File: src/rtl/arb4_grant_ctrl.sv
// Four-requester arbiter for one shared resource. It issues a registered one-hot grant
// and its encoded index, supports fixed or round-robin priority, and can revoke a grant
// with a hold timer.
module arb4_grant_ctrl #(
    parameter bit          RR_MODE  = 1'b1,
    parameter int unsigned MAX_HOLD = 16,
    parameter int unsigned CNT_W    = 5
) (
    input  logic       clk,
    input  logic       rst,
    input  logic [3:0] req,
    input  logic       done,
    output logic [3:0] gnt,
    output logic [1:0] gnt_id,
    output logic       gnt_valid,
    output logic       timeout
);

    localparam logic [CNT_W-1:0] CNT_MAX   = '1;
    localparam logic [CNT_W-1:0] HOLD_LAST = CNT_W'((MAX_HOLD == 0) ? 0 : (MAX_HOLD - 1));

    typedef enum logic {
        IDLE  = 1'b0,
        GRANT = 1'b1
    } state_t;

    state_t           state, state_nx;
    logic [CNT_W-1:0] hold_cnt, hold_cnt_nx;
    logic [1:0]       last_id, last_id_nx;
    logic [3:0]       gnt_nx;
    logic [1:0]       gnt_id_nx;
    logic             gnt_valid_nx;
    logic             timeout_nx;

    logic [1:0]       win_id;
    logic [1:0]       scan_id;
    logic             found;
    logic             timer_hit;
    logic             owner_req;
    logic             release_c;

    // Winner pick: the highest index in fixed mode; otherwise scan upward from last_id+1 and wrap.
    always_comb begin
        win_id  = 2'd0;
        scan_id = 2'd0;
        found   = 1'b0;
        if (RR_MODE) begin
            for (int i = 1; i <= 4; i++) begin
                scan_id = last_id + 2'(i);
                if (!found && req[scan_id]) begin
                    win_id = scan_id;
                    found  = 1'b1;
                end
            end
        end else begin
            for (int i = 0; i < 4; i++) begin
                if (req[i]) begin
                    win_id = 2'(i);
                end
            end
        end
    end

    assign timer_hit = (MAX_HOLD != 0) && (hold_cnt == HOLD_LAST);
    assign owner_req = req[gnt_id];
    assign release_c = done || !owner_req || timer_hit;

    always_comb begin
        state_nx     = state;
        gnt_nx       = gnt;
        gnt_id_nx    = gnt_id;
        gnt_valid_nx = gnt_valid;
        timeout_nx   = 1'b0;
        hold_cnt_nx  = hold_cnt;
        last_id_nx   = last_id;

        case (state)
            IDLE: begin
                gnt_nx       = 4'b0000;
                gnt_valid_nx = 1'b0;
                hold_cnt_nx  = '0;
                if (req != 4'b0000) begin
                    state_nx     = GRANT;
                    gnt_nx       = 4'b0001 << win_id;
                    gnt_id_nx    = win_id;
                    gnt_valid_nx = 1'b1;
                end
            end
            GRANT: begin
                if (release_c) begin
                    state_nx     = IDLE;
                    gnt_nx       = 4'b0000;
                    gnt_valid_nx = 1'b0;
                    last_id_nx   = gnt_id;
                    hold_cnt_nx  = '0;
                    // A timeout is flagged only when the hold timer is the sole release cause.
                    timeout_nx   = timer_hit && !done && owner_req;
                end else if (hold_cnt != CNT_MAX) begin
                    hold_cnt_nx = hold_cnt + CNT_W'(1);
                end
            end
            default: begin
                state_nx = IDLE;
            end
        endcase
    end

    always_ff @(posedge clk) begin
        if (rst) begin
            state     <= IDLE;
            gnt       <= 4'b0000;
            gnt_id    <= 2'd0;
            gnt_valid <= 1'b0;
            timeout   <= 1'b0;
            hold_cnt  <= '0;
            last_id   <= 2'd3;
        end else begin
            state     <= state_nx;
            gnt       <= gnt_nx;
            gnt_id    <= gnt_id_nx;
            gnt_valid <= gnt_valid_nx;
            timeout   <= timeout_nx;
            hold_cnt  <= hold_cnt_nx;
            last_id   <= last_id_nx;
        end
    end

endmodule

File: config.mk
export PLATFORM = sky130hd
export DESIGN_NAME = arb4_grant_ctrl
export DESIGN_NICKNAME = d
export VERILOG_FILES = /design/src/rtl/arb4_grant_ctrl.sv
export SDC_FILE = /design/constraint.sdc
export NUM_CORES = 1
export LEC_CHECK = 0
export BUFFER_PORTS_ARGS = -buffer_cell sky130_fd_sc_hd__buf_2
export CAP_MARGIN = 20
export CORE_MARGIN = 3
export CORE_UTILIZATION = 52
export DETAILED_ROUTE_END_ITERATION = 7
export GPL_TIMING_DRIVEN = 0
export PLACE_DENSITY = 0.78
export SYNTH_ARGS = -nofsm -noshare
export SYNTH_HDL_FRONTEND = slang
export SYNTH_SLANG_ARGS = --single-unit
File: constraint.sdc
create_clock -name clk -period 2.2 [get_ports clk]
set_input_delay 0.33 -clock clk [delete_from_list [all_inputs] [get_ports clk]]
set_output_delay 0.33 -clock clk [all_outputs]
set_load 0.02 [all_outputs]
==> metrics.md, run 1 <==
| Metric | Value |
|---|---|
| Mean Syn Cell Area | approximately 9.7 µm² |
| RR Startpoint | hold_cnt[0] |
| IO Port Bufs | 13 |
| Yosys reg bits | 16 |
| DRT Wirelength | roughly 1400 µm |
| Number of buffers created by CTS | 3 |
| Setup Skew | ~0.011 ns |
| Most frequent cell after synthesis | dfxtp_1 |
| Post-synth EDFFs | 0 |
| Drt via density | around 5.7 |
| Gate Count Post-Synth | between 80 and 90 |
| Min Tclk post-route | around 1.8 ns |
| WP data required | ~2.4 ns |
| Dpl ws | 0.3573 ns |
| Clock sink total | 16 |
| Ys Warns | 0 |
| CP max FO | 5 |
| Share of cells above drive strength 1 | approximately 22% |
| Setup violations, final | 0 |
| Hold crit path type | input pin to register |
| First-pass GRT wire length | roughly 2500 µm |
| Die area | 2030 µm² |
| CTS tree | done |
| F_max | ~0.54 GHz |
| HP Start | done |
| Worst Setup Start Kind | register |
| Hold-fix buffers at CTS | 0 |
| Max-Slew Margin vs Limit | ~64% |
| Most used DFF post-synth | dfxtp_1 |
| Antenna violations before repair | 0 |
| First DRT Iteration DRCs | 13 |
| N_diodes | 0 |
| Cell Count, Final, Fillers Out | between 100 and 150 |
| Placed Area | ~880 µm² |
| Clk slew on worst S/H paths | 0.10 ns |
| Crit path capture type | register |
| Top post-synthesis cells by count | dfxtp_1 (16), nor2_1 (13), mux2i_1 (5), nand2b_1 (4) |
| Final worst path period share | 83.61% |
| Pleak | around 0.41 nW |
| Clock buffer depth | 2 |
| Dpl hpwl | 1088 µm |
| Hold Vio Cnt, Final | 0 |
| Maximum capacitance violations | 0 |
| Core box area | about 1400 µm² |
| Initial Utilization | approximately three fifths |
| Post-route cell area | 913.4 µm² |
| Fin nets | 110 |
| Sequential element share of the synthesized area | roughly two fifths |
| Setup slack after layout | 0.3605 ns |
| Post-synth top area cell | dfxtp_1 |
| Total power | between 0.6 and 0.7 mW |
| Setup bufs post-CTS | 0 |
| Area grow syn2layout | 15.14% |
| Site Rows | 13 |
| RSZ-0062 raised after global routing | no |
| Number of global-route vias before repair | 556 |
| CTS resizes | 0 |
| Largest net degree at the start of global routing | 11 |
| Clock latency on the worst-skew pair | between 0.2 and 0.3 ns |
| Hold WS | approximately 0.39 ns |
| Remaining DRCs | 0 |
| Clock Root Buffer | clkbuf_4 |
| Via Count | 646 |
| Status | completed |
| Top cells by area, synth | dfxtp_1 (40%), mux2i_1 (6.3%), nor2_1 (6.2%) |
| Syn Nets | 92 |
| Die H | 45.06 µm |
| Post-DRT Antenna Nets | 0 |
| Top cell type's share of synthesized area | ~40% |
| # IOs | 15 |
| WP data arrival | 2.07 ns |
| Fill cells | 120 |
| Pwr dens | between 600 and 700 nW/µm² |
| GP Congestion | between 0.7 and 0.8 |
| Setup TNS | 0 ns |
| Critical setup path kind | register to register |
| Gr usage total | ~18% |
| Htree depth | 1 |
| Synthesized cell area | 793.3 µm² |
| DRT Pass-1 Iters | 4 |
| Worst slew pin tran | roughly 0.54 ns |
| Pins Over Slew Limit | 0 |
| Die Wd | between 40 and 50 µm |
| Ys async rst share | 0% |
| Post-Route Utilization | about two thirds |
| Wire per inst | approximately 13 µm |
| Crit path from | hold_cnt[0] |
| Synth cell types | 36 |
| Worst vdd ir | 570.8 µV |
| Overflow after GRT | 0 |
| Total placed cells including tap cells | between 100 and 150 |
final timing paths:
| path | slack (ns) | depth (start not counted) | to |
|---|---|---|---|
| worst max register to register | 0.36 | 6 | last_id[1] |
| worst max-delay path | 0.36 | 6 | last_id[1] |
| worst min register to register | 0.47 | 1 | gnt[0] |
| worst min-delay path | 0.39 | 3 | timeout |
cell families (layout without fill, tap and decap cells):
logic type	after synthesis	count (layout)	synth area share, %
XOR/XNOR	3	3	3.313
buffers and inverters	4	21	2.050
AO/OA/AOI/OAI	21	21	20.51
adder cells (fa/ha/maj)	3	3	4.732
AND/OR/NAND/NOR	29	29	19.40
flip-flops	16	16	40.38
multiplexers	6	6	9.622
layout by cell type, fill, tap and decap left out, types with 2 or more instances in the layout:
cell and n:
a21oi_1 2, nand2b_1 4, o2bb2ai_1 3, a211oi_1 3, o21ai_0 2, a21o_1 2, mux2i_1 5, dfxtp_1 16
buf_2 14, ha_1 3, nor2_1 13, xor2_1 2, nand3b_1 2, inv_1 2, clkbuf_4 3
registers in the layout (all words and copies together) (netlist names):
name,flops
gnt_id,2
hold_cnt,5
gnt_valid,1
state,1
timeout,1
last_id,2
gnt,4
critical path, stage by stage (launching register included):
cell,delay (ns)
dfxtp_1,0.34
ha_1,0.20
and3_1,0.20
ha_1,0.23
or2_2,0.31
o31ai_1,0.29
mux2i_1,0.21
metal layers:
layer	track usage, %	vias to the layer above	wire [µm]
li1	-	330	-
met1	22.72	298	685
met2	25.42	13	643
met3	7.171	5	85
met4	8.772	0	34
met5	0	-	0
power by group:
group          switching [mW]  internal, mW  leakage [nW]
Combinational          0.0585        0.0501         0.259
Sequential             0.0198         0.307         0.131
Clock                  0.0931         0.101        0.0210
Total                   0.171         0.458         0.411
area by class of cell:
class,instances,area [µm²],area share [%]
buffer,2,8.758,0.9589
clock buffer,4,36.28,3.973
timing repair buffer,13,65.06,7.123
sequential,16,320.3,35.07
multi-input combinational,62,456.7,50.00
tap,15,18.77,2.055
inverter,2,7.507,0.8219
Power figures use the tool's default switching activity.
==> run 2: changes to the inputs <==
CORE_UTILIZATION = 47   (was 52)
PLACE_DENSITY = 0.74   (was 0.78)
clock period = 1.64 ns   (was 2.2 ns; I/O delays follow)
==> run 2 against run 1 <==
  * Final area rose by 9.3%
  * Critical path depth did not move
  * Highest routed layer unchanged
  * Count of clock-buffer cells in the layout did not move
  * Largest cell class unchanged
  * Total power rose by 36%
  * Setup slack got worse by 0.34 ns
  * Worst hold slack got worse by 0.065 ns
  * Maximum frequency rose by 14%
  * First-iteration DRC count fell by 23%
  * Wire length rose by 11%
  * Cell count rose by 4.4%
  * Global-route usage fell by 1.5 points
==> metrics.md, run 2 (same netlist as run 1, synthesis figures left out) <==
| Metric | Value |
|---|---|
| Status | completed |
| Clock buffer depth | 2 (unchanged) |
| Top delay family on crit path | simple AND/OR/NAND/NOR gates |
| Number of global-route vias before repair | 580 (+4.3%) |
| Dpl ws | -0.1024 ns (-0.4597 ns) |
| Biggest register | hold_cnt |
| R2R setup slack | 0.02 ns (-0.34 ns) |
| Initial Utilization | 51.46% (-6.6 points) |
| Clock latency on the worst-skew pair | 0.29 ns (about the same) |
| # IOs | 15 (unchanged) |
| Pins Over Slew Limit | 0 (unchanged) |
| DRT Wirelength | 1602 µm (+11%) |
| Area grow syn2layout | 25.87% |
| Setup slack after layout | 0.02369 ns (-0.3368 ns) |
| Post-Route Utilization | 64.77% (-2.1 points) |
| Final worst path period share | 98.56% (+15 points) |
| Setup violations, final | 0 (unchanged) |
| Die H | 47.08 µm (+4.5%) |
| Die area | 2217 µm² (+9.2%) |
| Reg-to-reg critical path endpoint | last_id[0] |
| Clock Root Buffer | clkbuf_4 |
| Most used cell, CP | ha_4 |
| Largest net degree at the start of global routing | 11 (unchanged) |
| WHS Path Cells | 2 (-1) |
| Post-DRT Antenna Nets | 0 (unchanged) |
| Worst vdd ir | 553.5 µV (-3.0%) |
| Hold Vio Cnt, Final | 0 (unchanged) |
| Htree depth | 1 (unchanged) |
| Maximum capacitance violations | 0 (unchanged) |
| Setup Skew | 0.007728 ns (-0.003119 ns) |
| Delay of the slowest critical-path stage | 0.36 ns (+0.02 ns) |
| Critical setup path kind | register to register |
| DRT Pass-1 Iters | 4 (unchanged) |
| Worst slew pin tran | 0.4596 ns (-0.08011 ns) |
| WP data arrival | 1.81 ns (-0.26 ns) |
| Slowest CP cell | dfxtp_4 |
| Via Count | 678 (+5.0%) |
| Number of buffers created by CTS | 3 (unchanged) |
| Dpl hpwl | 1111 µm (+2.1%) |
| Fill cells | 129 (+7.5%) |
| CTS tree | done |
| Clock sink total | 16 (unchanged) |
| CP max FO | 4 (-1) |
| Worst R2R Path Depth | 6 (unchanged) |
| N_diodes | 0 (unchanged) |
| Clk slew on worst S/H paths | 0.10 ns (about the same) |
| Worst Path Buf+Inv | 0 (unchanged) |
| Largest registers | hold_cnt: 5 flops, gnt: 4 flops |
| Site Rows | 14 (+1) |
| Core box area | 1541 µm² (+13%) |
| RSZ-0062 raised after global routing | yes |
| IO Port Bufs | 13 (unchanged) |
| Hold Path Sink | gnt_id[1] |
| First DRT Iteration DRCs | 10 (-3) |
| Commonest non-fill, non-tap cells in the layout | nor2_1 (13), dfxtp_1 (13), buf_2 (13) |
| Pwr dens | 859.6 nW/µm² (+25%) |
| Critical path, cell by cell | ha_4, and3_4, ha_4, or2_4, o211a_1, a211o_1 |
| Antenna violations before repair | 0 (unchanged) |
| Drt via density | 5.697 (+0.54%) |
| WP data required | 1.83 ns (-0.60 ns) |
| F_max | 0.6187 GHz (+14%) |
| First-pass GRT wire length | 2573 µm (+1.6%) |
| Min Tclk post-route | 1.616 ns (-0.2232 ns) |
| GP Congestion | 0.7232 (-0.26%) |
| Fin nets | 114 (+3.6%) |
| Setup TNS | 0 ns (unchanged) |
| Die Wd | 47.08 µm (+4.5%) |
| Overflow after GRT | 0 (unchanged) |
| Crit path capture type | register |
| Hold crit path type | input pin to register |
| Wire per inst | 13.46 µm (+6.0%) |
| Share of cells above drive strength 1 | 33.01% (+11 points) |
| Remaining DRCs | 0 (unchanged) |
| Max FFs per register | 5 (unchanged) |
| Worst Setup Start Kind | register |
| Pleak | 0.4340 nW (+5.7%) |
| Post-route cell area | 998.5 µm² (+9.3%) |
| Placed Area | 899.6 µm² (+2.6%) |
| HP Start | rst |
| Total power | 0.8583 mW (+36%) |
| RR Startpoint | hold_cnt[1] |
| Max-Slew Margin vs Limit | 69.17% (+5.4 points) |
| Gr usage total | 16.17% (-1.5 points) |
-- run 2: changes by cell type in the layout (fill, tap and decap cells not counted), sizes merged --
cell,change
buf,+4
-- run 2: what timing repair did --
action | 4_1_cts | 5_1_grt
endpoints found under the setup margin | 3 | 8
gates resized for setup | 6 | 4
hold buffers | 0 | 0
cloned | 0 | 0
endpoints found under the hold margin | 0 | 0
setup buffers | 2 | 2
pin swaps | 5 | 3
-- run 2: per-stage QoR --
stage,hold WS [ns],std cells
global placement,0.4318,111
CTS,0.3237,117
global route,0.3469,119
detailed placement,0.4376,111
floorplan,0.4743,82
finish,0.3212,119
-- run 2: worst reg2reg max path, cell delays in order (launching register included) --
cell     delay (ns)
dfxtp_4        0.36
ha_4           0.15
and3_4         0.18
ha_4           0.16
or2_4          0.24
o211a_1        0.21
a211o_1        0.21
-- run 2: where the power goes --
part / internal (mW) / total, mW / switching (mW)
logic: 0.0738 / 0.157 / 0.0835
clock network: 0.135 / 0.263 / 0.128
registers: 0.411 / 0.438 / 0.0266
-- run 2: how the worst max path moves through the flow --
stage	to	cells after the start	from	slack (ns)
global route	last_id[0]	6	hold_cnt[1]	-0.02
detailed placement	last_id[0]	6	hold_cnt[0]	-0.10
global placement	last_id[0]	6	hold_cnt[0]	-0.08
finish	last_id[0]	6	hold_cnt[1]	0.02
floorplan	last_id[0]	6	hold_cnt[0]	-0.03
CTS	gnt[2]	5	gnt_id[1]	-0.003
-- run 2: layout make-up --
type	instances	area, µm²	area share [%]
repair buffers	17	95.09	9.524
well taps	16	20.02	2.005
multi-input cells	62	499.2	50.00
flip-flops and latches	16	329.1	32.96
clock buffers	4	36.28	3.634
plain buffers	2	11.26	1.128
inverters	2	7.507	0.7519
-- run 2: per-layer routing --
metal / share of wire (%) / vias up / track usage (%)
met1: 50 / 319 / 24.71
met4: 1.2 / 0 / 6.630
met2: 45 / 15 / 22.49
met3: 4.3 / 4 / 2.299
met5: 0 / - / 0
li1: - / 340 / -
